--- config.mk ---
export PLATFORM = sky130hd
export DESIGN_NAME = spram32_arb
export DESIGN_NICKNAME = d
export VERILOG_FILES = /design/src/rtl/spram32_arb_pkg.sv /design/src/rtl/spram32_arb_age.sv /design/src/rtl/spram32_arb.sv
export SDC_FILE = /design/constraint.sdc
export NUM_CORES = 1
export LEC_CHECK = 0
export ABC_CLOCK_PERIOD_IN_PS = 3700
export BUFFER_PORTS_ARGS = -buffer_cell sky130_fd_sc_hd__clkbuf_2
export CELL_PAD_IN_SITES_DETAIL_PLACEMENT = 1
export CELL_PAD_IN_SITES_GLOBAL_PLACEMENT = 1
export CORE_AREA = 2 2 102 104
export CTS_BUF_LIST = sky130_fd_sc_hd__clkbuf_8
export CTS_CLUSTER_SIZE = 20
export DETAILED_ROUTE_END_ITERATION = 7
export DIE_AREA = 0 0 104 106
export PLACE_DENSITY = 0.82
export SLEW_MARGIN = 20
export SYNTH_ARGS = -nofsm -noshare
export SYNTH_HDL_FRONTEND = slang
export SYNTH_SLANG_ARGS = --single-unit
--- constraint.sdc ---
create_clock -name clk -period 3.7 [get_ports clk]
set_input_delay 0.74 -clock clk [delete_from_list [all_inputs] [get_ports clk]]
set_output_delay 0.74 -clock clk [all_outputs]
set_load 0.01 [all_outputs]
--- src/rtl/spram32_arb_pkg.sv ---
// ============================================================================
// Module      : spram32_arb_pkg
// Description : Shared types and defaults for the eForth1 SPRAM arbiter.
// Revision    : 1.0 - initial release
// ============================================================================
`default_nettype none

package spram32_arb_pkg;

    // Who owns the read data returning from the SPRAM this cycle
    typedef enum logic [1:0] {
        NONE = 2'd0,
        M0   = 2'd1,
        M1   = 2'd2
    } arb_own_e;

    localparam int WAIT_MAX_DEF = 8;
    localparam int AW_DEF       = 15;

endpackage : spram32_arb_pkg

`default_nettype wire

--- src/rtl/spram32_arb_age.sv ---
// ============================================================================
// Module      : spram32_arb_age
// Description : Saturating wait counter that forces an m1 win after WAIT_MAX
//               consecutive refused cycles.
// Revision    : 1.0 - initial release
// ============================================================================
`default_nettype none

module spram32_arb_age
    import spram32_arb_pkg::*;
#(
    parameter int WAIT_MAX = WAIT_MAX_DEF
) (
    input  logic clk,
    input  logic rst_n,
    input  logic req1,
    input  logic gnt1,
    output logic force1
);

    localparam logic [7:0] c_wait_max = 8'(WAIT_MAX);

    logic [7:0] age_q;
    logic [7:0] age_d;

    always_comb begin
        age_d = age_q;
        if (!req1 || gnt1) begin
            age_d = 8'd0;
        end else if (age_q != c_wait_max) begin
            age_d = age_q + 8'd1;
        end
    end

    always_ff @(posedge clk or negedge rst_n) begin
        if (!rst_n) begin
            age_q <= 8'd0;
        end else begin
            age_q <= age_d;
        end
    end

    assign force1 = (age_q == c_wait_max);

endmodule : spram32_arb_age

`default_nettype wire

--- src/rtl/spram32_arb.sv ---
// ============================================================================
// Module      : spram32_arb
// Description : Two-master arbiter for the 32-bit SPRAM: fixed m0 priority,
//               one access per cycle, read data routed back to its owner.
//               Define SPRAM32_ARB_AGE_EN to add the m1 aging counter.
// Revision    : 1.0 - initial release
// ============================================================================
`default_nettype none

module spram32_arb
    import spram32_arb_pkg::*;
#(
    parameter int WAIT_MAX = WAIT_MAX_DEF,
    parameter int AW       = AW_DEF
) (
    input  logic          clk,
    input  logic          rst_n,
    // master 0 (eForth core)
    input  logic          m0_req,
    input  logic          m0_we,
    input  logic [AW-1:0] m0_ai,
    input  logic [31:0]   m0_vi,
    input  logic [3:0]    m0_bmsk,
    output logic          m0_gnt,
    output logic          m0_rvalid,
    output logic [31:0]   m0_vo,
    // master 1 (loader / DMA)
    input  logic          m1_req,
    input  logic          m1_we,
    input  logic [AW-1:0] m1_ai,
    input  logic [31:0]   m1_vi,
    input  logic [3:0]    m1_bmsk,
    output logic          m1_gnt,
    output logic          m1_rvalid,
    output logic [31:0]   m1_vo,
    // memory side
    output logic [AW-1:0] mem_ai,
    output logic [31:0]   mem_vi,
    output logic [3:0]    mem_bmsk,
    output logic          mem_we,
    input  logic [31:0]   mem_vo
);

    if ((WAIT_MAX < 1) || (WAIT_MAX > 255)) begin : g_wait_max_range
        $error("spram32_arb: WAIT_MAX must be in 1..255");
    end

    logic     w_force1;
    logic     w_gnt0;
    logic     w_gnt1;
    arb_own_e own_q;
    arb_own_e own_d;

`ifdef SPRAM32_ARB_AGE_EN
    spram32_arb_age #(
        .WAIT_MAX (WAIT_MAX)
    ) u_age (
        .clk    (clk),
        .rst_n  (rst_n),
        .req1   (m1_req),
        .gnt1   (w_gnt1),
        .force1 (w_force1)
    );
`else
    assign w_force1 = 1'b0;
`endif

    // Nothing is accepted while reset is held, so the memory is never written
    assign w_gnt1 = rst_n && m1_req && (!m0_req || w_force1);
    assign w_gnt0 = rst_n && m0_req && !w_gnt1;

    assign m0_gnt = w_gnt0;
    assign m1_gnt = w_gnt1;

    always_comb begin
        mem_ai   = m0_ai;
        mem_vi   = m0_vi;
        mem_bmsk = 4'd0;
        mem_we   = 1'b0;
        own_d    = NONE;
        if (w_gnt1) begin
            mem_ai   = m1_ai;
            mem_vi   = m1_vi;
            mem_bmsk = m1_bmsk;
            mem_we   = m1_we;
            if (!m1_we) begin
                own_d = M1;
            end
        end else if (w_gnt0) begin
            mem_bmsk = m0_bmsk;
            mem_we   = m0_we;
            if (!m0_we) begin
                own_d = M0;
            end
        end
    end

    always_ff @(posedge clk or negedge rst_n) begin
        if (!rst_n) begin
            own_q <= NONE;
        end else begin
            own_q <= own_d;
        end
    end

    // SPRAM returns read data one cycle after the access; own_q tags it
    assign m0_rvalid = (own_q == M0);
    assign m1_rvalid = (own_q == M1);
    assign m0_vo     = m0_rvalid ? mem_vo : 32'd0;
    assign m1_vo     = m1_rvalid ? mem_vo : 32'd0;

endmodule : spram32_arb

`default_nettype wire

==> out/results.ini <==
[place]
place_inst = 533
place_hpwl_um = 6950
io_buffers = 259
placed_cell_area_um2 = 2650
place_ws_ns = 0.517
gp_congestion = 0.745

[cells_and_area]
area.growth.synth_to_final_pct = 122
fill_cells = 1302
antenna_cells = 0
regMostFlops = own_q
instances_no_fill = 536
reg_top3 = own_q: 2 flops
largest_reg_flops = 2
finalInstanceArea_um2 = 2690
layout-drive-gt1-share = 0.783
nets = 542

[synthesis]
yosys_warnings = 0
synthSimpleGateAreaFrac = 0.410
ys_ff_latch = 2
yosys.area_share.adder = 0
synth_nets = 287
synth.cell_area_um2 = 1210
avgSynthCellArea_um2 = 8.24
yosysTopAreaCellShare = 0.363
yosysUniqueCellTypes = 14
yosysSeqAreaShare = 0.0413
synth_area_leader_cell = mux2_2
synth_top_family_by_area = multiplexers
syn_inst = 147
synth_mux_area_frac = 0.462
synthTopCellsByArea = mux2_2, and2_1, mux2_4, dfrtp_1, a21boi_0
synth_compound_area_frac = 0.0310
synth_xor_area_frac = 0

[grt]
grt_pass1_wl_um = 11000
grt-ovfl-total = 0
grt_max_degree = 34
antenna_found_initial = 0
grt_pass1_vias = 2076
track_usage = 0.123

[run]
maxCapViolCount = 0

[worst_setup_path]
crit_arrival_ns = 2.38
worst-path-max-fanout = 29
cp.required_ns = 2.96
crit_type = in -> out
cp-start-kind = primary input
end_kind = output port

[floorplanning]
die_height_um = 106
initial_core_util = 0.121
die_w_um = 104
pin_count = 260
die_area_um2 = 11000
coreArea_um2 = 10000
fp-row-count = 37

[power]
p_leak_nw = 1.66
power_density_nw_per_um2 = 133
peakVddDrop_mv = 0.0624

[sta]
post-route-period-util = 0.844
rsz0062_at_grt = no
fin_hold_ws_ns = 0.372
drv_slew = 0
period_needed_ns = 3.12
tightest_slew_ns = 0.590
tns_ns = 0
setup_viol = 0
max_freq_ghz = 0.320
setup_slack_ns = 0.577
relSlewSlack = 0.605
finalHoldViolations = 0

[routing]
vias = 2048
drc = 0
postRouteAntennaNets = 0
viasPerCell = 3.82
drt_wl_total_um = 7550
firstDrtPassIters = 4
drt-initial-drc-count = 60
wl_per_cell_um = 14.1

[cts]
cts_resized = 0
cts_sinks = 2
clkTransAtPathRegs_ns = 0.03
cts_inserted_buffers = 3
cts_setup_buffers = 0
clk_path_buf_depth = 2
ctsHoldBuffers = 0
htreeDepth = 1
root_buffer = clkbuf_8
tritoncts = done

[min_path]
min_path_type = in -> async

[outcome]
status = complete, no violations

[path summary, 6_finish.rpt]
kind	to	cells past startpoint	slack, ns	start
setup / recovery	mem_vi[14]	5	0.58	m0_req
hold / removal	own_q[1]	1	0.37	rst_n
max in group asynchronous	own_q[0]	1	3.15	rst_n
min in group clk	own_q[0]	2	0.71	m0_we
[area by class of cell]
| cell class | count | area (µm²) | area share |
|---|---|---|---|
| inverter | 1 | 3.75 | 0.00140 |
| multi-input combinational | 132 | 1090 | 0.407 |
| sequential | 2 | 50.0 | 0.0186 |
| timing repair buffer | 262 | 1330 | 0.495 |
| tap | 136 | 170 | 0.0633 |
| clock buffer | 3 | 41.3 | 0.0153 |
[critical path, cell delays in order]
cell      delay [ns]
clkbuf_2        0.18
nand3b_2        0.61
buf_12          0.37
mux2_2          0.32
clkbuf_2        0.14
[Yosys cell counts]
cell type / instances
and2_1: 65
mux2_2: 39
mux2_4: 8
clkbuf_1: 7
a21boi_0: 5
nand2_1: 5
nand3b_1: 5
buf_2: 3
nor2b_1: 3
buf_6: 2
dfrtp_1: 2
inv_1: 1
nand3b_2: 1
nor2_1: 1
[power breakdown]
part	leakage (nW)	switching, mW	total (mW)	internal, mW
registers	0.0272	0.000293	0.0230	0.0228
clock network	0.0216	0.0162	0.0849	0.0687
logic	1.61	0.113	0.250	0.137
[cells by family after synthesis]
| kind of cell | Yosys count |
|---|---|
| AOI/OAI and AO/OA | 5 |
| buffers and inverters | 13 |
| DFF | 2 |
| muxes | 47 |
| and+or+nand+nor | 80 |
[per-layer routing]
metal | wire, µm | GRT usage | vias to the layer above
li1 | - | - | 995
met1 | 2670 | 0.130 | 901
met2 | 4040 | 0.249 | 152
met3 | 835 | 0.0356 | 0
met4 | 0 | 0.0116 | 0
met5 | 0 | 0 | -
[cell usage in the layout, fill, tap and decap left out]
cell / Yosys / layout
inv_1: 1 / 1
mux2_2: 39 / 39
clkbuf_2: 0 / 259
nor2b_1: 3 / 3
buf_12: 0 / 1
mux2_4: 8 / 8
dfrtp_1: 2 / 2
clkbuf_8: 0 / 3
nand2_1: 5 / 5
nand3b_2: 1 / 1
nand3b_1: 5 / 5
and2_1: 65 / 65
buf_4: 0 / 2
nor2_1: 1 / 1
a21boi_0: 5 / 5
[through the flow]
stage	power [mW]	util
after floorplan	0.130	-
after global placement	0.271	0.265
after detailed placement	0.277	0.265
after CTS	0.366	0.269
after global routing	0.384	0.269
final	0.358	0.269
Note: power is estimated with default switching activity, not from simulation.
